--- config.mk ---
export PLATFORM = sky130hd
export DESIGN_NAME = fifo_stream_reader
export DESIGN_NICKNAME = d
export VERILOG_FILES = /design/src/rtl/fifo_stream_reader.sv
export SDC_FILE = /design/constraint.sdc
export NUM_CORES = 1
export LEC_CHECK = 0
export CORE_UTILIZATION = 54
export CTS_BUF_LIST = sky130_fd_sc_hd__clkbuf_2
export CTS_CLUSTER_SIZE = 10
export DETAILED_ROUTE_END_ITERATION = 6
export PLACE_DENSITY = 0.88
export SYNTH_ARGS = -nofsm -noshare
export SYNTH_HDL_FRONTEND = slang
export SYNTH_SLANG_ARGS = --single-unit
--- constraint.sdc ---
create_clock -name clk -period 4.46 [get_ports clk]
set_clock_uncertainty 0.15 [all_clocks]
set_input_delay 0.892 -clock clk [delete_from_list [all_inputs] [get_ports clk]]
set_output_delay 0.892 -clock clk [all_outputs]
set_load 0.05 [all_outputs]
--- src/rtl/fifo_stream_reader.sv ---
// Read-side adapter: drains an FWFT fifo into a valid/ready stream
// through a 2-entry head/skid buffer, with flush and transfer counter.
module fifo_stream_reader #(
  parameter int WIDTH = 16,
  parameter int CW    = 16
) (
  input  logic             clk,
  input  logic             rst,
  input  logic             fifo_empty,
  input  logic [WIDTH-1:0] fifo_data,
  output logic             fifo_re,
  input  logic             flush,
  output logic             m_valid,
  input  logic             m_ready,
  output logic [WIDTH-1:0] m_data,
  output logic [1:0]       occupancy,
  output logic [CW-1:0]    xfer_count
);

  logic [WIDTH-1:0] head;
  logic [WIDTH-1:0] tail;
  logic [1:0]       occ;
  logic [CW-1:0]    cnt;
  logic             pop;
  logic             acc;

  assign m_valid    = (occ != 2'd0);
  assign pop        = m_valid & m_ready;
  // Registered state only: m_ready never reaches the fifo read strobe.
  assign fifo_re    = !rst & !flush & !fifo_empty & (occ != 2'd2);
  assign acc        = fifo_re;
  assign m_data     = head;
  assign occupancy  = occ;
  assign xfer_count = cnt;

  always_ff @(posedge clk) begin
    if (rst) begin
      occ  <= 2'd0;
      head <= '0;
      tail <= '0;
      cnt  <= '0;
    end else begin
      if (pop)
        cnt <= cnt + CW'(1);
      if (flush)
        occ <= 2'd0;
      else
        occ <= occ + {1'b0, acc} - {1'b0, pop};
      if (occ == 2'd2 && pop)
        head <= tail;
      else if (acc && (occ == 2'd0 || pop))
        head <= fifo_data;
      if (acc && occ == 2'd1 && !pop)
        tail <= fifo_data;
    end
  end

endmodule

==> key figures <==
Run status
  – Outcome: finished, final reports clean

Power
  – Clock power share: 30.3%
  – Int Power: 0.592 mW
  – Sw Pwr: 0.206 mW
  – Part of the power in combinational logic: 12.0%
  – Net switching fraction of the power: 25.8%
  – Share of power burned in registers: 57.7%
  – PwrDens: around 290 nW/µm²
  – Max VDD drop: 176 µV
  – Static Leak: 1.20 nW

Logic synthesis
  – EDFF count, synth: 0
  – Sequential fraction of the synthesis area: 46.3%
  – Syn_nets: 250
  – Leading area contributor after synthesis: dfxtp_1
  – Ys flop type: dfxtp_1
  – Yosys cell types: 34
  – Post-Syn Area: 2160 µm²
  – Asr flop ratio synth: 0%
  – Top-area cell type share of the netlist area: 46.3%
  – Dominant cells by area after synthesis: dfxtp_1 46%, mux2i_1 15%, nor2_1 8.2%
  – Yosys warning total: 0
  – Most frequent cells after synthesis: 50 x dfxtp_1, 47 x nor2_1, 33 x mux2i_1, 16 x a211oi_1, 8 x clkbuf_1
  – Avg Synthesized Cell Area: 9.51 µm²
  – Seq cells post-synth: 50
  – Post-Synthesis Cells: ~230
  – Most frequent cell after synthesis: dfxtp_1

Detailed routing
  – Routed vias: 1,752
  – Drt drc: 0
  – Total wire length: 4410 µm
  – 1st-iter DRT viols: 66
  – Final ANT Viol Nets: 0
  – DR pass1 iterations: 4
  – Avg Vias per Cell: 5.36
  – Wire per inst: 13.5 µm

Place
  – PortBufs: 56
  – DP HPWL: between 2000 and 3000 µm
  – RD Place Congestion: slightly below 0.8

GRT
  – Overall global routing resource usage: 22.1%
  – GRT overflow: 0
  – First-pass GRT wire length: around 7000 µm
  – Antenna violations before repair: 0
  – Vias in the first global route: 1,569
  – Largest net degree at the start of global routing: 53

Cells and area
  – Area occupied by multi-input gates: 1060 µm²
  – Util after Layout: between 70 and 80%
  – ANT cells: 0
  – Fillers: 301
  – Share of cells above drive strength 1: 6.81%
  – Area Growth Syn to Fin: 28.6%
  – Register area: 1000 µm²
  – Nets@finish: between 300 and 400

Run
  – Max Cap Viol: 0

Worst setup path
  – CP Launch Type: primary input
  – WP data required: 3.42 ns
  – Critical path, cell by cell: clkdlybuf4s50_1, or3_4, a21oi_1, clkdlybuf4s50_1
  – WS Path Type: in -> out
  – Critical path arrival: 2.76 ns
  – Critical path's most frequent cell: clkdlybuf4s50_1
  – CP max stage delay: 0.83 ns
  – Buffer and inverter count on the worst path: 2
  – CP max FO: 3
  – Family with the most delay on the worst path: buffers and inverters
  – Critical path endpoint category: output port
  – Slowest CP cell: clkdlybuf4s50_1

Worst hold path
  – Worst Hold Class: reg -> reg

Clock tree
  – Cts hold-fix bufs: 0
  – Post-CTS Resized: 0
  – # H-tree levels: 2
  – Clock Latency Late Sink: ~0.44 ns
  – CTS clk-pin slew, worst paths: 0.25 ns
  – Setup Buffers After CTS: 0
  – Cts bufs inserted: 5
  – Max Root-Sink Buffers: 2
  – TritonCTS clock tree: done
  – CTS sink count: 50
  – Root buffer cell: clkbuf_2

Floorplan
  – Die outline width: 65.2 µm
  – Die area: 4260 µm²
  – Die height: 65.2 µm
  – Num ports: 57
  – Row Count: 22
  – CORE AREA: 3740 µm²
  – Initial core utilization: between 50% and 60%

STA
  – RSZ-0062 raised after global routing: false
  – Final setup fails: 0
  – Min Tclk post-route: about 3.8 ns
  – Worst-margin pin slew: 0.911 ns
  – Tcrit/Tclk final: between 80% and 90%
  – Final Hold Fails: 0
  – Sum Neg Setup Slack: 0 ns
  – Max-slew headroom: 39.3%
  – Fmax: between 200 and 300 MHz
  – Hold WS: 0.365 ns
  – Fin. max-slew vios: 0
-- placed cells by master (no fill, tap or decap), types with 2 or more instances in the layout --
cell	instances
o21ai_0	2
nor2b_1	2
mux2i_1	33
xnor2_1	7
or2_2	2
nand2_1	7
xor2_1	4
a211oi_1	16
a21oi_1	4
nor3_1	5
or3_1	3
nor4_1	3
clkbuf_2	5
clkdlybuf4s50_1	55
dfxtp_1	50
buf_4	3
ha_1	2
inv_1	3
or4_1	2
nor2_1	47
mux2_2	2
nand3_1	6
nand2b_1	2
-- registers in the layout, indices dropped and copies added (netlist names) --
| name | flops |
|---|---|
| m_data | 16 |
| tail | 16 |
| xfer_count | 16 |
| occupancy | 2 |
-- path summary, 6_finish.rpt --
path                            slack [ns]  cells after the start               startpoint                      end
worst max-delay path                  0.66                      4                    flush                  fifo_re
worst min-delay path                  0.37                      2  m_data[15]$_SDFFE_PP0P_  m_data[15]$_SDFFE_PP0P_
worst max register to register        2.46                      6  occupancy[1]$_SDFF_PP0_   m_data[4]$_SDFFE_PP0P_
worst min register to register        0.37                      2  m_data[15]$_SDFFE_PP0P_  m_data[15]$_SDFFE_PP0P_
-- layer usage --
layer	global-route usage (%)	wire [µm]	vias up
li1	-	-	895
met1	26.3	2010	800
met2	37.5	2120	51
met3	6.60	227	6
met4	7.34	53	0
met5	0	0	-
-- metrics by stage --
step | total power [mW] | instance area [µm²] | setup WS, ns | cells
6_report | 0.798 | 2780 | 0.656 | 327
5_1_grt | 0.837 | 2780 | 0.599 | 327
4_1_cts | 0.807 | 2780 | 0.655 | 327
3_5_place_dp | 0.565 | 2710 | 0.662 | 319
3_3_place_gp | 0.564 | 2710 | 0.683 | 319
2_1_floorplan | 0.525 | 2160 | 1.23 | 227
-- area by class of cell --
cell class	instances	area share, %
repair buffers	59	20.8
multi-input cells	159	38.1
clock buffers	5	0.901
inverters	3	0.405
well taps	48	2.16
clock inverters	3	1.58
flip-flops and latches	50	36.0
-- power by group through the flow --
stage | Combinational [mW] | Clock, mW | Sequential, mW
after floorplan | 0.0290 | 0 | 0.496
after global placement | 0.0951 | 0 | 0.469
after detailed placement | 0.0958 | 0 | 0.469
after CTS | 0.0964 | 0.250 | 0.461
after global routing | 0.102 | 0.273 | 0.462
final | 0.0959 | 0.242 | 0.460
-- worst register-to-register path, cell delays in order, from the launching register on --
cell      delay [ns]
dfxtp_1         0.57
nand3b_1        0.11
buf_4           0.24
o21ai_2         0.24
buf_4           0.33
nor2_1          0.08
a211oi_1        0.23
-- logic make-up (layout without fill, tap and decap cells) --
kind of cell,Yosys count,in the layout,share of synthesized area (%)
buf+inv,18,70,4.81
flops,50,50,46.3
mux,35,35,16.3
compound gates,28,28,9.27
xor+xnor,11,11,4.46
simple gates,83,83,17.6
fa+ha+maj,2,2,1.16
(Power assumes the default switching activity.)
